`src/rtl/mem_access_unit_if.sv`:
```
// Bus bundle between the EX/MEM stage, the memory access unit and the dcache.
// The slave modport is the access unit; the master modport is its environment.
interface mem_access_unit_if;
    logic        dmemREN_in;
    logic        dmemWEN_in;
    logic        halt_in;
    logic [31:0] aluResult_in;
    logic [31:0] rdat2_in;
    logic        dhit;
    logic [31:0] dmemload;
    logic        dmemREN;
    logic        dmemWEN;
    logic [31:0] dmemaddr;
    logic [31:0] dmemstore;
    logic        pipe_wen;
    logic [31:0] load_data;
    logic        load_valid;
    logic        halt_out;
    logic        timeout_err;
    logic [15:0] access_count;

    modport slave (
        input  dmemREN_in, dmemWEN_in, halt_in, aluResult_in, rdat2_in, dhit, dmemload,
        output dmemREN, dmemWEN, dmemaddr, dmemstore, pipe_wen, load_data, load_valid,
               halt_out, timeout_err, access_count
    );

    modport master (
        output dmemREN_in, dmemWEN_in, halt_in, aluResult_in, rdat2_in, dhit, dmemload,
        input  dmemREN, dmemWEN, dmemaddr, dmemstore, pipe_wen, load_data, load_valid,
               halt_out, timeout_err, access_count
    );
endinterface

```
`src/rtl/mem_access_unit.sv`:
```
// Memory-stage access unit: latches one load/store from EX/MEM, drives the dcache
// until dhit or timeout, stalls the pipeline meanwhile, and parks in HALTED on halt.
module mem_access_unit #(
    parameter int TIMEOUT_CYCLES = 64
) (
    input  logic              CLK,
    input  logic              nRST,
    mem_access_unit_if.slave  bus
);
    typedef enum logic [1:0] {IDLE, ACCESS, DONE, HALTED} state_t;

    localparam logic [7:0] WAIT_LAST = 8'(TIMEOUT_CYCLES - 1);

    state_t      state, next_state;
    logic [31:0] hold_addr;
    logic [31:0] hold_data;
    logic        hold_rd;
    logic        hold_wr;
    logic        hold_halt;
    logic [7:0]  wait_cnt;
    logic [31:0] load_data_r;
    logic        timeout_err_r;
    logic [15:0] access_count_r;
    logic        req;
    logic        timeout_hit;

    function automatic logic [15:0] sat_inc16(input logic [15:0] v);
        return (v == 16'hFFFF) ? v : v + 16'd1;
    endfunction

    assign req         = bus.dmemREN_in | bus.dmemWEN_in;
    // The abort fires at the end of the TIMEOUT_CYCLES-th ACCESS cycle without dhit.
    assign timeout_hit = (state == ACCESS) && !bus.dhit && (wait_cnt == WAIT_LAST);

    always_ff @(posedge CLK) begin
        if (!nRST) state <= IDLE;
        else       state <= next_state;
    end

    always_comb begin
        next_state = state;
        case (state)
            IDLE: begin
                if (req)              next_state = ACCESS;
                else if (bus.halt_in) next_state = HALTED;
            end
            ACCESS: begin
                if (bus.dhit || timeout_hit) next_state = DONE;
            end
            DONE:    next_state = hold_halt ? HALTED : IDLE;
            HALTED:  next_state = HALTED;
            default: next_state = IDLE;
        endcase
    end

    always_ff @(posedge CLK) begin
        if (!nRST) begin
            hold_addr      <= '0;
            hold_data      <= '0;
            hold_rd        <= 1'b0;
            hold_wr        <= 1'b0;
            hold_halt      <= 1'b0;
            wait_cnt       <= '0;
            load_data_r    <= '0;
            timeout_err_r  <= 1'b0;
            access_count_r <= '0;
        end else begin
            if (state == IDLE && req) begin
                hold_addr <= bus.aluResult_in;
                hold_data <= bus.rdat2_in;
                hold_rd   <= bus.dmemREN_in;
                // A simultaneous read and write is serviced as the read alone.
                hold_wr   <= bus.dmemWEN_in & ~bus.dmemREN_in;
                hold_halt <= bus.halt_in;
                wait_cnt  <= '0;
            end
            if (state == ACCESS) begin
                if (bus.dhit) begin
                    if (hold_rd) load_data_r <= bus.dmemload;
                    access_count_r <= sat_inc16(access_count_r);
                end else begin
                    wait_cnt <= wait_cnt + 8'd1;
                    if (timeout_hit) begin
                        load_data_r   <= '0;
                        timeout_err_r <= 1'b1;
                    end
                end
            end
        end
    end

    always_comb begin
        bus.dmemREN    = 1'b0;
        bus.dmemWEN    = 1'b0;
        bus.pipe_wen   = 1'b1;
        bus.load_valid = 1'b0;
        bus.halt_out   = 1'b0;
        case (state)
            IDLE: bus.pipe_wen = ~req;
            ACCESS: begin
                bus.dmemREN  = hold_rd;
                bus.dmemWEN  = hold_wr;
                bus.pipe_wen = 1'b0;
            end
            DONE: bus.load_valid = hold_rd;
            HALTED: begin
                bus.pipe_wen = 1'b0;
                bus.halt_out = 1'b1;
            end
            default: bus.pipe_wen = 1'b1;
        endcase
    end

    assign bus.dmemaddr     = hold_addr;
    assign bus.dmemstore    = hold_data;
    assign bus.load_data    = load_data_r;
    assign bus.timeout_err  = timeout_err_r;
    assign bus.access_count = access_count_r;
endmodule

```
`src/flat_wrapper.sv`:
```
// flat-port wrapper written by rule: the top's interface ports become plain ports
module mem_access_unit_flat 
#(
    parameter int TIMEOUT_CYCLES = 64
)
  (CLK, nRST, bus_dmemREN_in, bus_dmemWEN_in, bus_halt_in, bus_aluResult_in, bus_rdat2_in, bus_dhit, bus_dmemload, bus_dmemREN, bus_dmemWEN, bus_dmemaddr, bus_dmemstore, bus_pipe_wen, bus_load_data, bus_load_valid, bus_halt_out, bus_timeout_err, bus_access_count);
  mem_access_unit_if bus_i ();
  input  logic CLK;
  input  logic nRST;
  input wire logic [$bits(bus_i.dmemREN_in)-1:0] bus_dmemREN_in;
  input wire logic [$bits(bus_i.dmemWEN_in)-1:0] bus_dmemWEN_in;
  input wire logic [$bits(bus_i.halt_in)-1:0] bus_halt_in;
  input wire logic [$bits(bus_i.aluResult_in)-1:0] bus_aluResult_in;
  input wire logic [$bits(bus_i.rdat2_in)-1:0] bus_rdat2_in;
  input wire logic [$bits(bus_i.dhit)-1:0] bus_dhit;
  input wire logic [$bits(bus_i.dmemload)-1:0] bus_dmemload;
  output wire logic [$bits(bus_i.dmemREN)-1:0] bus_dmemREN;
  output wire logic [$bits(bus_i.dmemWEN)-1:0] bus_dmemWEN;
  output wire logic [$bits(bus_i.dmemaddr)-1:0] bus_dmemaddr;
  output wire logic [$bits(bus_i.dmemstore)-1:0] bus_dmemstore;
  output wire logic [$bits(bus_i.pipe_wen)-1:0] bus_pipe_wen;
  output wire logic [$bits(bus_i.load_data)-1:0] bus_load_data;
  output wire logic [$bits(bus_i.load_valid)-1:0] bus_load_valid;
  output wire logic [$bits(bus_i.halt_out)-1:0] bus_halt_out;
  output wire logic [$bits(bus_i.timeout_err)-1:0] bus_timeout_err;
  output wire logic [$bits(bus_i.access_count)-1:0] bus_access_count;
  assign bus_i.dmemREN_in = bus_dmemREN_in;
  assign bus_i.dmemWEN_in = bus_dmemWEN_in;
  assign bus_i.halt_in = bus_halt_in;
  assign bus_i.aluResult_in = bus_aluResult_in;
  assign bus_i.rdat2_in = bus_rdat2_in;
  assign bus_i.dhit = bus_dhit;
  assign bus_i.dmemload = bus_dmemload;
  assign bus_dmemREN = bus_i.dmemREN;
  assign bus_dmemWEN = bus_i.dmemWEN;
  assign bus_dmemaddr = bus_i.dmemaddr;
  assign bus_dmemstore = bus_i.dmemstore;
  assign bus_pipe_wen = bus_i.pipe_wen;
  assign bus_load_data = bus_i.load_data;
  assign bus_load_valid = bus_i.load_valid;
  assign bus_halt_out = bus_i.halt_out;
  assign bus_timeout_err = bus_i.timeout_err;
  assign bus_access_count = bus_i.access_count;
  mem_access_unit #(.TIMEOUT_CYCLES(TIMEOUT_CYCLES)) u_core (.CLK(CLK), .nRST(nRST), .bus(bus_i));
endmodule
```
`config.mk`:
```
export PLATFORM = sky130hd
export DESIGN_NAME = mem_access_unit_flat
export DESIGN_NICKNAME = d
export VERILOG_FILES = /design/src/rtl/mem_access_unit_if.sv /design/src/rtl/mem_access_unit.sv /design/src/flat_wrapper.sv
export SDC_FILE = /design/constraint.sdc
export NUM_CORES = 1
export LEC_CHECK = 0
export ABC_AREA = 1
export CORE_MARGIN = 4
export CORE_UTILIZATION = 28
export CTS_CLUSTER_SIZE = 14
export DETAILED_ROUTE_END_ITERATION = 8
export GPL_TIMING_DRIVEN = 1
export SKIP_CTS_REPAIR_TIMING = 1
export SLEW_MARGIN = 0
export SYNTH_ARGS = -nofsm -noshare
export SYNTH_HDL_FRONTEND = slang
export SYNTH_SLANG_ARGS = --single-unit
```
`constraint.sdc`:
```
create_clock -name CLK -period 1.63 [get_ports CLK]
set_input_delay 0.4075 -clock CLK [delete_from_list [all_inputs] [get_ports CLK]]
set_output_delay 0.4075 -clock CLK [all_outputs]
set_load 0.02 [all_outputs]
```
==> parameters.txt <==
Parameter                              Value

Status
  Run status    finished, violations left
  Violations in the final reports    setup timing

GRT
  Wire length of the first global-routing pass    24.22 mm
  Antenna violations before repair    1
  Total overflow reported by the global router    0
  GRT Util Overall    between 10% and 20%
  Maximum number of pins on one net before global-route repair    47
  Number of global-route vias before repair    4,720

Clock network
  Clock buffers created by TritonCTS    17
  Sinks on the clock net    126
  TritonCTS clock tree    yes
  Clock latency at the later pin of the worst-skew pair    a little over 0.4 ns
  Count of H-tree levels built during CTS    4
  Maximum clock insertion buffer count    2
  Clock transition at the registers of the reported paths    about 0.06 ns
  Root cell of the clock tree    sky130_fd_sc_hd__clkbuf_16

Finish
  Most frequent standard cell in the layout excluding fill and tap cells    sky130_fd_sc_hd__nor2_1
  Share of final-layout standard cells stronger than drive strength 1    12.23%
  Diodes inserted    0
  Commonest cells after routing, fill and taps aside    sky130_fd_sc_hd__nor2_1, sky130_fd_sc_hd__dfxtp_1, sky130_fd_sc_hd__dlymetal6s2s_1
  Core occupancy in the finished layout    between 50% and 60%
  Number of nets at the end of the flow    about 1,000
  Layout overhead on the synthesized area    75.71%

Placement
  Final Wtd Congestion    0.7815
  Input/output buffers    219
  DP Wirelength    roughly 11 mm

Synth
  Post-Syn Area    0.004930 sq mm
  Warning count from the yosys run    0
  Net count after synthesis    785
  Part of the Yosys area used for sequential elements    about half
  Mapped Avg Cell Area    between 7 and 8 sq um
  Seq cells post-synth    between 100 and 150
  Library cells used by synthesis    25
  Mapped Cells    around 680

Timing
  RSZ-0062 raised after global routing    yes
  Post-layout minimum cycle time    between 1.5 and 2 ns
  Setup total negative slack    -0.01110 ns
  Worst Skew    just under 0.005 ns
  Relative slew slack    between 70% and 80%
  Least setup slack across all paths after layout    -0.01110 ns
  Endpoints failing hold    0
  Maximum achievable frequency    approximately 610 MHz
  Share of the clock period used by the worst path    100.7%
  Number of setup violations in the final report    1
  Number of pins with negative max-slew slack in the final report    0
  Transition time at the pin with the least slew margin    between 0.3 and 0.4 ns

Setup path
  Worst reg2reg startpoint    u_core.state[0]$_SDFFE_PN0P_
  First element of the critical path    u_core.state[1]$_SDFFE_PN0P_
  Data required time at the worst endpoint    roughly 1.2 ns
  Critical path fanouts, max    4
  Arrival time of the worst setup path    ~1.2 ns
  Setup Crit Path Kind    reg -> out
  Kind of end point of the critical path    output port
  Critical path launch point type    flop

Power and ir drop
  Peak supply drop    0.0007142 V
  Static Leakage    between 5 and 6 nW
  Switching Power    roughly 3 mW
  Internal power    between 6 and 7 mW
  Pwr per Cell Area    roughly 1100 mW/mm^2
  Fraction of power consumed by sequential logic    between 30 and 40%
  Clock network fraction of design power    36.2%
  Proportion of power drawn by combinational gates    a little over a quarter
  Share of total power consumed by net switching    between 30% and 40%

Detailed routing
  Routed wire length    15.50 mm
  Count of unresolved DRC violations after routing    0
  Post-detailed-route count of antenna-violating nets    0
  Total via count after detailed routing    5,154
  Via density per instance    approximately 4.4
  Number of detailed-routing iterations run before antenna repair    4
  Average wire per standard cell    about 13 um
  DR iter-0 viols    roughly 250

Min path
  Min-Delay Path Class    in -> reg
  Hold_sp    bus_dmemWEN_in

Die
  Area of the placeable core    0.01730 sq mm
  Die width    between 100 and 150 um
  Initial core utilization    28.50%
  Number of rows in the core area    48
  Die area    around 0.020 sq mm
  Vert. Die Dim    between 100 and 150 um
  I/O pins    220

Job
  Max Cap Viol    0
[area by class of cell]
cell class	instances	area (sq um)
sequential	126	2535
clock inverter	13	115.1
multi-input combinational	480	2186
fill	1677	8635
tap	225	281.5
timing repair buffer	267	2960
clock buffer	19	452.9
inverter	35	131.4
[power by group through the flow]
stage	sequential, mW	clock [mW]	combinational (mW)
3_5_place_dp	3.70	0	2.74
4_1_cts	3.64	3.72	2.75
6_report	3.63	3.60	2.71
2_1_floorplan	4.12	0	0.896
5_1_grt	3.68	3.86	2.97
3_3_place_gp	3.68	0	2.74
[cell usage after synthesis]
master	number	area, sq um
sky130_fd_sc_hd__a21oi_1	46	230.2
sky130_fd_sc_hd__a21oi_4	1	16.27
sky130_fd_sc_hd__buf_1	2	7.510
sky130_fd_sc_hd__buf_2	13	65.06
sky130_fd_sc_hd__buf_4	1	7.510
sky130_fd_sc_hd__clkbuf_1	24	90.09
sky130_fd_sc_hd__dfxtp_1	126	2522
sky130_fd_sc_hd__ha_1	2	25.02
sky130_fd_sc_hd__inv_1	32	120.1
sky130_fd_sc_hd__inv_2	3	11.26
sky130_fd_sc_hd__nand2_1	101	379.1
sky130_fd_sc_hd__nand2_2	1	6.260
sky130_fd_sc_hd__nand3_1	52	260.3
sky130_fd_sc_hd__nand4_1	5	31.28
sky130_fd_sc_hd__nor2_1	181	679.4
sky130_fd_sc_hd__nor2_2	1	6.260
sky130_fd_sc_hd__nor3_1	7	35.03
sky130_fd_sc_hd__nor3_2	1	10.01
sky130_fd_sc_hd__nor3b_1	2	15.01
sky130_fd_sc_hd__nor4_1	1	6.260
sky130_fd_sc_hd__o21ai_0	61	305.3
sky130_fd_sc_hd__o21ai_1	15	75.07
sky130_fd_sc_hd__o31ai_1	1	7.510
sky130_fd_sc_hd__xnor2_1	1	8.760
sky130_fd_sc_hd__xor2_1	1	8.760
[critical path, stage by stage, from the launching register on]
cell and delay [ns]:
sky130_fd_sc_hd__dfxtp_4 0.36, sky130_fd_sc_hd__nor2_2 0.13, sky130_fd_sc_hd__nand2_1 0.09, sky130_fd_sc_hd__nand2_2 0.09, sky130_fd_sc_hd__buf_4 0.14
[registers in the layout, indices dropped and copies added, names as in the netlist]
signal	flops
u_core.bus.access_count	16
u_core.bus.dmemaddr	32
u_core.bus.dmemstore	32
u_core.bus.load_data	32
u_core.bus.timeout_err	1
u_core.hold_halt	1
u_core.hold_rd	1
u_core.hold_wr	1
u_core.state	2
u_core.wait_cnt	8
[through the flow]
step | area, sq um | total power [mW] | cells | hold slack [ns] | worst slack (ns)
after floorplan | 4930 | 5.012 | 681 | 0.4292 | 0.04465
after global placement | 7660 | 6.428 | 1130 | 0.4440 | -0.8088
after detailed placement | 7660 | 6.438 | 1130 | 0.4488 | -0.7996
after CTS | 8228 | 10.10 | 1162 | 0.4571 | -0.8162
after global routing | 8662 | 10.51 | 1165 | 0.3560 | -0.07881
final | 8662 | 9.948 | 1165 | 0.3254 | -0.01110
[path summary, 6_finish.rpt]
check                                               end  slack (ns)  cells past startpoint
hold reg to reg           u_core.hold_halt$_SDFFE_PN0P_        0.45                      2
setup / recovery                           bus_pipe_wen       -0.01                      4
hold / removal              u_core.hold_wr$_SDFFE_PN0P_        0.33                      3
setup reg to reg  u_core.bus.load_data[25]$_SDFFE_PN0P_        0.09                     10
[kinds of logic after synthesis]
| logic type | Yosys count | synth area share (%) |
|---|---|---|
| AO/OA/AOI/OAI | 124 | 12.87 |
| XOR/XNOR | 2 | 0.3554 |
| adder cells (fa/ha/maj) | 2 | 0.5075 |
| buffers and inverters | 75 | 6.117 |
| flip-flops | 126 | 51.17 |
| AND/OR/NAND/NOR | 352 | 28.98 |
[layer usage]
metal / global-route usage, % / wire (um)
met1: 18.55 / 6884
met4: 5.507 / 259
met3: 6.716 / 1421
met2: 23.41 / 6919
met5: 0 / 20
Note: power is estimated with default switching activity, not from simulation.
